**src/rtl/addsub_serial.sv**
```systemverilog
// Multi-cycle adder/subtractor: sums CHUNK bits per cycle over WIDTH/CHUNK cycles,
// with valid/ready handshakes on both sides and registered result flags.
module addsub_serial #(
  parameter int WIDTH = 32,
  parameter int CHUNK = 8
) (
  input  logic             clk,
  input  logic             rst,
  input  logic             in_valid,
  output logic             in_ready,
  input  logic [WIDTH-1:0] num1,
  input  logic [WIDTH-1:0] num2,
  input  logic [1:0]       op,
  input  logic             cin,
  output logic             out_valid,
  input  logic             out_ready,
  output logic [WIDTH-1:0] result,
  output logic             carry_out,
  output logic             overflow,
  output logic             zero,
  output logic             negative
);

  localparam int N    = WIDTH / CHUNK;
  localparam int IDXW = (N > 1) ? $clog2(N) : 1;

  typedef enum logic [1:0] {IDLE, CALC, DONE} state_t;

  state_t                     state_q, state_d;
  logic [N-1:0][CHUNK-1:0]    a_q, b_q, acc_q, res_full;
  logic                       carry_q;
  logic [IDXW-1:0]            idx_q;
  logic [CHUNK-1:0]           a_c, b_c;
  logic [CHUNK:0]             chunk_sum;
  logic                       msb_cin;
  logic                       last;

  assign in_ready  = (state_q == IDLE);
  assign out_valid = (state_q == DONE);
  assign last      = (idx_q == IDXW'(N - 1));

  // NOTE: all clocked state uses non-blocking assignments so every register
  // samples pre-edge values, independent of process ordering.
  always_ff @(posedge clk) begin
    if (rst) state_q <= IDLE;
    else     state_q <= state_d;
  end

  // NOTE: every output of a combinational block gets a default first, so no
  // path through the case leaves a variable unassigned (no inferred latch).
  always_comb begin
    state_d = state_q;
    case (state_q)
      IDLE:    if (in_valid)  state_d = CALC;
      CALC:    if (last)      state_d = DONE;
      DONE:    if (out_ready) state_d = IDLE;
      default:                state_d = IDLE;
    endcase
  end

  always_comb begin
    a_c       = a_q[idx_q];
    b_c       = b_q[idx_q];
    chunk_sum = {1'b0, a_c} + {1'b0, b_c} + {{CHUNK{1'b0}}, carry_q};
    // Carry into the top bit recovered from that bit's sum: s = a ^ b ^ c.
    msb_cin   = chunk_sum[CHUNK-1] ^ a_c[CHUNK-1] ^ b_c[CHUNK-1];
    res_full  = acc_q;
    res_full[idx_q] = chunk_sum[CHUNK-1:0];
  end

  // NOTE: operand and working registers carry no reset; they are always
  // loaded on accept before anything reads them, so a reset discards them.
  always_ff @(posedge clk) begin
    if (state_q == IDLE && in_valid) begin
      a_q     <= num1;
      b_q     <= op[0] ? ~num2 : num2;
      carry_q <= op[1] ? cin : op[0];
      idx_q   <= '0;
    end else if (state_q == CALC) begin
      acc_q[idx_q] <= chunk_sum[CHUNK-1:0];
      carry_q      <= chunk_sum[CHUNK];
      if (!last) idx_q <= idx_q + IDXW'(1);
    end
  end

  // Output registers change only on the edge that enters DONE.
  always_ff @(posedge clk) begin
    if (rst) begin
      result    <= '0;
      carry_out <= 1'b0;
      overflow  <= 1'b0;
      zero      <= 1'b1;
      negative  <= 1'b0;
    end else if (state_q == CALC && last) begin
      result    <= res_full;
      carry_out <= chunk_sum[CHUNK];
      overflow  <= msb_cin ^ chunk_sum[CHUNK];
      zero      <= (res_full == '0);
      negative  <= res_full[N-1][CHUNK-1];
    end
  end

endmodule

```
**config.mk**
```make
export PLATFORM = sky130hd
export DESIGN_NAME = addsub_serial
export DESIGN_NICKNAME = d
export VERILOG_FILES = /design/src/rtl/addsub_serial.sv
export SDC_FILE = /design/constraint.sdc
export NUM_CORES = 1
export LEC_CHECK = 0
export ABC_AREA = 1
export ABC_CLOCK_PERIOD_IN_PS = 3400
export BUFFER_PORTS_ARGS = -buffer_cell sky130_fd_sc_hd__buf_2
export CAP_MARGIN = 15
export CORE_UTILIZATION = 37
export DETAILED_ROUTE_END_ITERATION = 16
export GPL_TIMING_DRIVEN = 0
export PLACE_DENSITY_LB_ADDON = 0.2
export SYNTH_ARGS = -nofsm -noshare
export SYNTH_HDL_FRONTEND = slang
export SYNTH_SLANG_ARGS = --single-unit
```
**constraint.sdc**
```tcl
create_clock -name clk -period 3.4 [get_ports clk]
set_input_delay 0.34 -clock clk [delete_from_list [all_inputs] [get_ports clk]]
set_output_delay 0.34 -clock clk [all_outputs]
set_load 0.01 [all_outputs]
```
# --- Word level (Yosys, flattened, before mapping) ---
# Cells that the tools add are included.
classes:
  add_sub_neg: 3
  n_lt_le_gt_ge: 2
  n_eq_ne: 6
  muxes: 15
  n_bitwise: 6
  reduce_logical: 9
op_table:
  columns: ["operator", "n"]
  rows:
  - ["8-bit binary-select mux with 2-bit select", 2]
  - ["32-bit bitwise mux", 1]
  - ["32-bit zero test", 1]
  - ["32-bit two-way mux", 1]
  - ["32-bit inverter", 1]
  - ["8-bit two-way mux", 3]
  - ["8-bit demux with 2-bit select", 1]
  - ["8-bit by 8-bit adder with 9-bit output", 1]
  - ["9-bit by 1-bit adder with 9-bit output", 1]
  - ["2-bit two-way mux", 3]
  - ["2-bit one-hot mux with 3 select lines", 1]
  - ["2-bit == test (second input constant)", 2]
  - ["2-bit inequality test (second input constant)", 2]
  - ["2-bit AND reduction", 2]
  - ["1-bit logical AND", 3]
  - ["2-bit by 3-bit less-than comparator with 1-bit output (second input constant)", 1]
  - ["1-bit two-way mux", 3]
  - ["3-bit AND reduction", 1]
  - ["1-bit bitwise XOR", 3]
  - ["2-bit by 1-bit adder with 2-bit output (second input constant)", 1]
  - ["2-bit by 1-bit == test with 1-bit output (second input constant)", 1]
  - ["2-bit by 1-bit greater-or-equal comparator with 1-bit output (second input constant)", 1]
  - ["2-bit zero test", 1]
  - ["2-bit by 1-bit inequality test with 1-bit output (second input constant)", 1]
  - ["other kinds (2)", 3]
totals:
  register_bits: 137
  out_inout_bits: 38
  elab_cells: 61

# --- Logic depth before layout (Yosys ltp) ---
# Gate-level depths: netlist (run 1).
logic_depth:
  depth_word: 7
  depth_mapped: 21

# --- Least setup slack after synthesis (run 1) ---
# OpenSTA, ideal clock, no wires.
synth_path:
  kind: "flip-flop to flip-flop"
  from: "register idx_q[0]"
  to: "register zero"
  arrival_ns: 2.878
  slack_ns: 0.463
  stages_incl_launch_ff: 21
  synth_period_minus_slack_ns: 2.937
  path_cell_list: "dfxtp_1 buf_2 clkbuf_1 nand2_1 a32o_1 fa_1 inv_1 fa_1 inv_1 nand2_1 o21ai_0 nand2_1 nor2_1 nand2_1 nor2_1 nand3_1 nor2_1 nand2_1 nor2_1 nand3_1 nand2_1"
synth_between:
  elab_chain_cells: 6
synth_rtl:
  columns: ["item", "line", "rtl"]
  rows:
  - ["start: declaration", "32", "logic [IDXW-1:0] idx_q;"]
  - ["start signal: assignment", "82", "if (!last) idx_q <= idx_q + IDXW'(1);"]
  - ["8-bit binary-select mux with 2-bit select (tied with other cells)", "62", "a_c = a_q[idx_q];"]
  - ["8-bit two-way mux (not written as such) (tied with other cells)", "62", null]
  - ["8-bit by 8-bit adder with 9-bit output or 8-bit two-way mux (tied branches)", "64, 68", null]
  - ["9-bit by 1-bit adder with 9-bit output or 8-bit demux with 2-bit select (tied branches)", "64, 68", null]
  - ["32-bit bitwise mux", "68", "res_full[idx_q] = chunk_sum[CHUNK-1:0];"]
  - ["32-bit zero test", "98", "zero <= (res_full == '0);"]
  - ["end signal: assignment", "98", null]
  - ["end: declaration", "20", "output logic zero,"]
# Several ways; a longest one is shown, not always the timed one. The select of a mux whose other input is x is not followed.
# A chain may end at the register's enable or synchronous reset.

# --- Worst setup path after layout (run 1) ---
# Same ends and word-level chain as after synthesis.

==> flow_metrics.py, run 1 <==
metrics = {
    "synth": {
        "synth_edf_count": 97,
        "synth_xor_area_share_pct": 4.54,
        "yosys_most_used_dff": "edfxtp_1",
        "synth-simple-area-share_pct": 16.8,
        "synth.most_common_cell": "nand2_1",
        "synth-compound-area-share_pct": 10.9,
        "ys_seq_area_share_pct": 58.0,
        "syn_nets": 729,
        "synthTopCellsByCount": "134 x nand2_1, 97 x edfxtp_1, 68 x inv_1",
        "yosysWarnings": 0,
        "synthesis.instances": 645,
        "synth_seq_cells": 136,
        "synth_top_area_share_pct": 45.7,
        "synth_top_family_by_area": "simple AND/OR/NAND/NOR gates",
        "synth_fa_ha_area_share_pct": 2.79,
        "synth_top_area_cell": "edfxtp_1",
        "ys_types": 39,
        "avgSynthCellArea_um2": 9.88,
        "synth.area.top_cells": "edfxtp_1 46%, dfxtp_1 12%, nand2_1 7.9%",
        "ys_async_sr_fraction_pct": 0,
        "synthMuxAreaShare_pct": 0.157,
        "syn-cell-area_um2": 6370,
    },
    "clocking": {
        "ctsLongestPathBuffers": 2,
        "cts_tree": "yes",
        "htree_levels": 4,
        "clk_pin_slew_ns": 0.06,
        "insertion_delay_ns": 0.42,
        "root_buffer": "clkbuf_16",
        "cts_hold_buffers": 0,
        "clock-sinks": 136,
        "numCtsBuffers": 17,
    },
    "grt": {
        "antenna_found_initial": 0,
        "overflow": 0,
        "first_global_vias": 4755,
        "grt_max_degree": 40,
        "grt_use_total_pct": 17.9,
        "grt_pass1_wl_um": 24100,
    },
    "cells_and_area": {
        "nFillCells": 1580,
        "fin_util_pct": 47.4,
        "drive_gt1_share_pct": 25.8,
        "nets": 858,
        "area_delta_synth_final_pct": 24.3,
        "n_antenna_cell": 0,
    },
    "sta": {
        "fmax_mhz": 323,
        "period_share_pct": 91.1,
        "layout_setup_ws_ns": 0.304,
        "worst_pin_slew_ns": 0.968,
        "setup_viol": 0,
        "fin_tns_setup_ns": 0,
        "finClkSkew_ns": 0.00748,
        "slew_headroom_pct": 35.3,
        "hold_viol": 0,
        "period_minus_slack_ns": 3.10,
        "grt_setup_unrepaired": "false",
        "maxSlewViolCount": 0,
    },
    "setup_path": {
        "required_ns": 3.77,
        "path_cells": "buf_6, buf_6, nand2_1, a32o_1, fa_1, inv_2, fa_2, inv_2, nand2_1, o21ai_0, nand2_1, nor2_1, nand2_1, nor2_1, nand3_1, nor2_1, nand2_1, nor2_2, nand3_1, nand2_1",
        "crit_buf_inv": 4,
        "max_stage_delay_ns": 0.49,
        "cp-end-kind": "register",
        "start_kind": "register",
        "cpMostUsedCell": "nand2_1",
        "arrival_ns": 3.46,
        "path_depth": 20,
        "worst-setup-path-type": "reg -> reg",
        "critPathSlowestCell": "fa_2",
        "r2r_cells": 20,
        "path_max_fanout": 10,
        "critPathTopFamily": "simple AND/OR/NAND/NOR gates",
    },
    "drt": {
        "detail-route-antenna-nets": 0,
        "drtIter0Drc": 351,
        "dr_total_vias": 4791,
        "drt_pass1_iterations": 5,
        "wl_um": 14900,
        "viasPerCell": 4.76,
        "wl_per_cell_um": 14.8,
        "drc": 0,
    },
    "power": {
        "leakage_nw": 3.58,
        "p_per_area_nw_per_um2": 777,
        "irDropWorstVdd_uv": 461,
    },
    "floorplan": {
        "start_util_pct": 38.2,
        "num_io_pins": 109,
        "core_um2": 16700,
        "die_w_um": 133,
        "die-area_um2": 17800,
        "placementRows": 47,
        "die_h_um": 133,
    },
    "min_path": {
        "hp-class": "in -> reg",
        "hold_path_depth": 1,
    },
    "place": {
        "dp_hpwl_um": 11000,
        "routabilityCongestion": 0.832,
        "place_ws_ns": -0.212,
        "port_buffers": 106,
    },
    "status": {
        "status": "finished, final reports clean",
    },
    "run": {
        "maxCapViolCount": 0,
    },
}
through the flow:
| step | cells | hold slack, ns | power (mW) | cell area (um2) |
|---|---|---|---|---|
| 3_3_place_gp | 971 | 0.451 | 4.03 | 7180 |
| 3_5_place_dp | 972 | 0.457 | 4.07 | 7210 |
| 6_report | 1006 | 0.0904 | 6.15 | 7920 |
| 2_1_floorplan | 645 | 0.439 | 3.52 | 6370 |
| 5_1_grt | 1006 | 0.0671 | 6.54 | 7920 |
| 4_1_cts | 1003 | 0.0745 | 6.12 | 7870 |
cells in the final DEF (no fill, tap or decap), types with 2 or more instances in the layout:
cell type   netlist  layout
clkinv_4          0       2
clkbuf_16         0      17
o21bai_1          9       9
edfxtp_1         97      97
nand2_4           3       3
buf_6             1       4
inv_1            68      65
nand3_1          27      27
o21ai_0          49      49
nor2_4            1       2
nand2_1         134     134
o21ai_2           2       2
a32o_1            2       2
inv_2             8      11
buf_2             9     114
xor2_1           33      33
or2_2             7       7
clkbuf_1         16      11
clkbuf_2          0       3
buf_4             4       7
o21ai_1           8       8
o211ai_1         13      13
dfxtp_1          39      38
clkinv_2          0       2
bufinv_16         0       6
nand3_2           6       6
nand2_2           7       7
clkinvlp_4        0       2
a21oi_1          16      16
ha_1             11      11
clkinv_1          0       2
nor2_1           45      44
a21oi_4           2       2
nand4_1           4       4
o22ai_1          12      12
routing by layer:
layer | part of all wire [%] | track usage (%) | wire [um] | vias to the layer above
li1 | - | - | - | 2409
met1 | 45 | 23.2 | 6640 | 2204
met2 | 47 | 28.4 | 7050 | 157
met3 | 5.7 | 4.49 | 853 | 21
met4 | 2.1 | 7.70 | 316 | 0
met5 | 0 | 0 | 0 | -
worst paths after layout:
kind / from / to / slack (ns)
worst max-delay path: idx_q[0] / zero / 0.30
worst min-delay path: num1[5] / a_q[5] / 0.09
worst max register to register: idx_q[0] / zero / 0.30
worst min register to register: zero / zero / 0.47
registers in the layout (all words and copies together), names as in the netlist:
signal	count
idx_q	2
carry_q	1
zero	1
carry_out	1
result	32
a_q	32
acc_q	32
overflow	1
b_q	32
state_q	2
layout make-up:
cell class,count,area [um2],area share (%)
sequential,136,3690,46.7
multi-input combinational,402,2250,28.5
timing repair buffer,110,581,7.33
clock buffer,17,425,5.37
inverter,76,285,3.60
tap,220,275,3.48
clock inverter,14,230,2.91
buffer,31,175,2.21
cells by family after synthesis:
family / after synthesis
compound gates: 116
xor+xnor: 33
fa+ha+maj: 13
buf+inv: 107
flops: 136
mux: 1
simple gates: 239
report_power, final:
group          internal, mW  switching [mW]  leakage [nW]
sequential             2.02          0.0508          1.24
clock                  1.36           0.689         0.314
combinational         0.682            1.35          2.03
repair_timing:
item                       CTS  global route
cloned                       0             0
pin swaps                    0             1
buffers inserted             0             3
setup endpoints to repair    1             1
gates resized for setup      3            20
(Power assumes the default switching activity.)
==> inputs of run 2 (changes only) <==
--- a/config.mk
+++ b/config.mk
@@ -5,8 +5,6 @@
 export SDC_FILE = /design/constraint.sdc
 export NUM_CORES = 1
 export LEC_CHECK = 0
-export ABC_AREA = 1
-export ABC_CLOCK_PERIOD_IN_PS = 3400
 export BUFFER_PORTS_ARGS = -buffer_cell sky130_fd_sc_hd__buf_2
 export CAP_MARGIN = 15
 export CORE_UTILIZATION = 37
==> run 2 against run 1 <==
Effect of this change: the run now ends with design-rule violations left; combinational power is 16% lower; total power is 13% lower; sequential cell count is 8 lower; worst setup slack worse by 0.29 ns; via count is 23% lower; critical path type unchanged; critical endpoint unchanged; largest cell class unchanged; highest routed layer unchanged.
==> flow_metrics.py, run 2 <==
metrics = {
    "clocking": {
        "cts_hold_buffers": 0,
        "cts_tree": "yes",
        "ctsLongestPathBuffers": 2,
        "insertion_delay_ns": 0.42,
        "root_buffer": "clkbuf_16",
        "htree_levels": 4,
        "clock-sinks": 128,
        "numCtsBuffers": 17,
        "clk_pin_slew_ns": 0.06,
    },
    "setup_path": {
        "required_ns": 3.73,
        "path_max_fanout": 5,
        "worst-setup-path-type": "reg -> reg",
        "critPathTopFamily": "compound AO/OA/AOI/OAI gates",
        "critPathSlowestCell": "mux4_2",
        "arrival_ns": 3.71,
        "crit_buf_inv": 3,
        "r2r_setup_slack_ns": 0.02,
        "cp-end-kind": "register",
        "max_stage_delay_ns": 0.52,
        "path_cells": "buf_6, mux4_2, inv_2, fa_2, inv_2, fa_2, a211o_1, a2111oi_4, a211oi_4, a21o_1, a2111o_1, o31ai_2",
        "start_kind": "register",
    },
    "grt": {
        "overflow": 0,
        "antenna_found_initial": 0,
        "first_global_vias": 3720,
        "grt_use_total_pct": 16.1,
        "grt_pass1_wl_um": 18900,
        "grt_max_degree": 70,
    },
    "floorplan": {
        "placementRows": 44,
        "num_io_pins": 109,
        "die_w_um": 126,
        "start_util_pct": 38.3,
        "core_um2": 14800,
        "die_h_um": 126,
        "die-area_um2": 15800,
    },
    "cells_and_area": {
        "fin_util_pct": 48.4,
        "largest_registers": "a_q: 32 flops, b_q: 32 flops, result: 32 flops",
        "n_antenna_cell": 0,
        "nFillCells": 1324,
        "final_cell_mix": "107 x buf_2, 89 x edfxtp_1, 38 x dfxtp_1",
        "area_delta_synth_final_pct": 26.2,
        "final_common_cell": "buf_2",
        "nets": 635,
        "drive_gt1_share_pct": 34.6,
        "fin_cells": 748,
    },
    "synth": {
        "yosys_most_used_dff": "edfxtp_1",
        "ys_async_sr_fraction_pct": 0,
        "synth_edf_count": 89,
        "syn-cell-area_um2": 5660,
        "synthTopCellsByCount": "89 x edfxtp_1, 39 x dfxtp_1, 35 x nand2_1",
        "syn_nets": 502,
        "synth_top_area_share_pct": 47.2,
        "synth_top_area_cell": "edfxtp_1",
        "synthesis.instances": 418,
        "synth.area.top_cells": "edfxtp_1 47%, dfxtp_1 14%, mux4_2 6.4%",
        "avgSynthCellArea_um2": 13.5,
        "yosysWarnings": 0,
        "ys_types": 44,
        "ys_seq_area_share_pct": 61.0,
        "synth.most_common_cell": "edfxtp_1",
        "synth_seq_cells": 128,
    },
    "sta": {
        "worst_pin_slew_ns": 1.05,
        "setup_viol": 0,
        "maxSlewViolCount": 0,
        "period_minus_slack_ns": 3.38,
        "fmax_mhz": 296,
        "grt_setup_unrepaired": "true",
        "period_share_pct": 99.5,
        "hold_viol": 0,
        "slew_headroom_pct": 30.1,
        "finClkSkew_ns": 0.00770,
    },
    "drt": {
        "wl_um": 12100,
        "drt_pass1_iterations": 10,
        "viasPerCell": 4.94,
        "drtIter0Drc": 233,
        "wl_per_cell_um": 16.2,
        "drc": 4,
        "detail-route-antenna-nets": 0,
        "dr_total_vias": 3692,
    },
    "run": {
        "maxCapViolCount": 0,
    },
    "place": {
        "dp.cells": 709,
        "dp_hpwl_um": 8720,
        "routabilityCongestion": 0.765,
        "port_buffers": 107,
    },
    "status": {
        "violations": "design-rule violations",
        "status": "complete, but fails checks",
    },
    "power": {
        "leakage_nw": 2.87,
        "p_per_area_nw_per_um2": 749,
        "irDropWorstVdd_uv": 417,
    },
    "min_path": {
        "hp-class": "in -> reg",
    },
}
-- run 2: repair_timing --
item | CTS | global route
endpoints found under the setup margin | 29 | 11
gates cloned | 0 | 0
setup buffers | 4 | 3
resized for setup | 19 | 5
pin swaps | 5 | 5
-- run 2: cells by family (layout without fill, tap and decap cells) --
family,count (synthesis),in the layout,share of synthesized area (%)
flops,128,128,61.0
compound gates,75,75,9.44
mux,37,37,10.4
buf+inv,37,183,2.54
xor+xnor,37,37,5.97
simple gates,91,91,7.50
fa+ha+maj,13,13,3.14
-- run 2: final timing paths --
| path | depth (start not counted) | endpoint | from |
|---|---|---|---|
| worst min register to register | 2 | result[28] | result[28] |
| worst max-delay path | 12 | zero | idx_q[0] |
| worst min-delay path | 1 | a_q[2] | num1[2] |
| worst max register to register | 12 | zero | idx_q[0] |
-- run 2: report_power, final --
group / internal [mW] / switching (mW) / total (mW)
combinational: 0.767 / 0.933 / 1.70
sequential: 1.89 / 0.0556 / 1.95
clock: 1.06 / 0.645 / 1.71
total: 3.72 / 1.63 / 5.35
-- run 2: metrics by stage --
stage / cell area [um2] / power (mW) / hold slack [ns] / setup TNS (ns) / worst slack, ns
floorplan: 5660 / 3.03 / 0.439 / 0 / 0.0629
global placement: 6430 / 3.45 / 0.442 / -22.77 / -0.661
detailed placement: 6430 / 3.46 / 0.447 / -11.76 / -0.635
CTS: 7090 / 5.32 / 0.0778 / 0 / 0.0143
global route: 7140 / 5.62 / 0.0693 / -0.176 / -0.0696
finish: 7140 / 5.35 / 0.0966 / 0 / 0.0179
-- run 2: area by class of cell --
type                    instances  area [um2]  area share, %
multi-input cells             253        2140           30.0
flip-flops and latches        128        3450           48.4
clock buffers                  19         433           6.06
repair buffers                114         588           8.23
well taps                     184         230           3.22
plain buffers                  24         128           1.79
clock inverters                13         121           1.70
inverters                      13        48.8          0.683
-- run 2: worst register-to-register path, stage by stage (launching register included) --
cell and delay [ns]:
dfxtp_2 0.33, buf_6 0.14, mux4_2 0.52, inv_2 0.08, fa_2 0.21, inv_2 0.04
fa_2 0.37, a211o_1 0.38, a2111oi_4 0.43, a211oi_4 0.07, a21o_1 0.19, a2111o_1 0.38
o31ai_2 0.17
-- run 2: layer usage --
metal  routed length (um)  GRT usage (%)  share of wire (%)
met4                  115           6.31               0.95
met2                 6190           26.7                 51
met3                  461           5.10                3.8
met1                 5360           19.4                 44
met5                    0              0                  0
==> inputs of run 3 (changes only) <==
==> constraint.sdc (replaced) <==
create_clock -name clk -period 4.2 [get_ports clk]
set_input_delay 0.42 -clock clk [delete_from_list [all_inputs] [get_ports clk]]
set_output_delay 0.42 -clock clk [all_outputs]
set_load 0.01 [all_outputs]
==> run 3 against run 2 <==
Effect of this change: the run still ends with design-rule violations left; sequential cell count stayed put; clock power is 4% lower; via count is 0.60% lower; die area stayed put; total power is 17% lower; design area is 0.49% lower; sequential share of layout area is 0.22 points higher.
==> flow_metrics.py, run 3 (synthesis gave the netlist of run 2 again) <==
metrics = {
    "power": {
        "finalPower_mw": 4.42,
        "p_per_area_nw_per_um2": 621,
        "irDropWorstVdd_uv": 356,
        "pwr-share-clk_pct": 37.2,
        "power.switching_mw": 1.27,
        "leakage_nw": 2.87,
        "switching_share_pct": 28.8,
        "pwr-share-seq_pct": 35.7,
        "cellInternalPower_mw": 3.15,
        "p_comb_share_pct": 27.1,
    },
    "sta": {
        "hold_ws_ns": 0.173,
        "setup_viol": 0,
        "finClkSkew_ns": 0.0112,
        "fmax_mhz": 253,
        "maxSlewViolCount": 0,
        "period_share_pct": 94.3,
        "period_minus_slack_ns": 3.96,
        "slew_headroom_pct": 30.5,
        "grt_setup_unrepaired": "false",
        "layout_setup_ws_ns": 0.240,
        "hold_viol": 0,
        "worst_pin_slew_ns": 1.04,
    },
    "floorplan": {
        "die_w_um": 126,
        "placementRows": 44,
        "core_um2": 14800,
        "die-area_um2": 15800,
        "start_util_pct": 38.3,
        "die_h_um": 126,
        "num_io_pins": 109,
    },
    "setup_path": {
        "startpoint": "idx_q[1]",
        "critPathSlowestCell": "clkbuf_1",
        "path_max_fanout": 9,
        "start_kind": "register",
        "r2r-start": "idx_q[1]",
        "arrival_ns": 4.29,
        "required_ns": 4.53,
        "path_cells": "clkbuf_1, mux4_2, inv_1, fa_1, inv_1, fa_1, a211o_1, a2111oi_0, a211oi_2, a21o_1, a2111o_1, o31ai_2",
        "cp-end-kind": "register",
        "worst-setup-path-type": "reg -> reg",
        "max_stage_delay_ns": 0.54,
    },
    "status": {
        "status": "complete, but fails checks",
        "violations": "design-rule violations",
    },
    "place": {
        "dp_hpwl_um": 8780,
        "place_ws_ns": -0.0515,
        "port_buffers": 107,
        "post_dp_cell_area_um2": 6430,
        "routabilityCongestion": 0.786,
    },
    "drt": {
        "wl_um": 11900,
        "drt_pass1_iterations": 10,
        "drc": 5,
        "viasPerCell": 4.95,
        "dr_total_vias": 3670,
        "wl_per_cell_um": 16.0,
        "detail-route-antenna-nets": 0,
        "drtIter0Drc": 182,
    },
    "cells_and_area": {
        "final_cell_mix": "108 x buf_2, 89 x edfxtp_1, 39 x dfxtp_1",
        "n_antenna_cell": 0,
        "final_common_cell": "buf_2",
        "drive_gt1_share_pct": 32.5,
        "fin_util_pct": 48.2,
        "largest_registers": "a_q: 32 flops, b_q: 32 flops, result: 32 flops",
        "final_area_um2": 7110,
        "area_delta_synth_final_pct": 25.6,
        "nets": 628,
    },
    "clocking": {
        "cts_setup_buffers": 0,
        "clk_pin_slew_ns": 0.06,
        "numCtsBuffers": 17,
        "clock-sinks": 128,
        "insertion_delay_ns": 0.42,
        "root_buffer": "clkbuf_16",
        "ctsLongestPathBuffers": 2,
        "cts_tree": "yes",
        "htree_levels": 4,
    },
    "run": {
        "maxCapViolCount": 0,
    },
    "grt": {
        "grt_pass1_wl_um": 18700,
        "first_global_vias": 3709,
        "grt_max_degree": 70,
        "grt_use_total_pct": 15.8,
        "overflow": 0,
        "antenna_found_initial": 0,
    },
    "min_path": {
        "hp-class": "in -> reg",
        "worstHoldStart": "num1[19]",
    },
}
==> run 3: cell count changes in the layout (fill, tap and decap cells not counted), moves of 2 or more <==
cell and delta:
fa_1 +2, fa_2 -2, ha_4 -2, bufinv_16 +4, inv_2 -3, ha_1 +2
clkinv_1 -3, inv_1 +3, buf_4 -7, buf_6 -2
==> run 3: worst paths after layout <==
path | to | slack [ns] | cells past startpoint
min | a_q[19] | 0.17 | 1
min reg2reg | result[6] | 0.45 | 2
max | zero | 0.24 | 12
max reg2reg | zero | 0.24 | 12
==> run 3: repair_timing <==
item                       CTS  global route
hold buffers                 0             0
gates cloned                 0             0
setup endpoints to repair    6             6
resized for setup            2             2
==> run 3: final cells by class <==
class	count	area (um2)
multi-input cells	253	2070
fillers	1351	7650
plain buffers	24	108
clock inverters	15	241
flip-flops and latches	128	3450
well taps	184	230
clock buffers	17	425
repair buffers	107	536
inverters	13	48.8
==> run 3: per-layer routing <==
layer	track usage, %	wire (um)	up-vias
met1	19.6	5190	1757
met3	3.61	529	12
met5	0	0	-
li1	-	-	1795
met2	26.4	5970	106
met4	7.17	172	0
==> run 3: through the flow <==
stage,setup TNS (ns),instances
after floorplan,0,418
after global placement,-0.0379,709
after detailed placement,-0.218,709
after CTS,0,741
after global routing,0,741
final,0,741
==> run 3: worst max-delay path, delay by kind of cell (launching register included) <==
kind            cells  cell delay, ns
compound gates      6            1.78
buf+inv             3            0.69
fa+ha+maj           2            0.62
mux                 1            0.42
flops               1            0.36
==> run 3: power groups by stage <==
| stage | sequential (mW) | combinational, mW | clock [mW] |
|---|---|---|---|
| after global routing | 1.59 | 1.31 | 1.73 |
| final | 1.58 | 1.20 | 1.64 |
| after CTS | 1.58 | 1.21 | 1.67 |
| after floorplan | 1.59 | 0.863 | 0 |
| after global placement | 1.60 | 1.18 | 0 |
| after detailed placement | 1.60 | 1.20 | 0 |
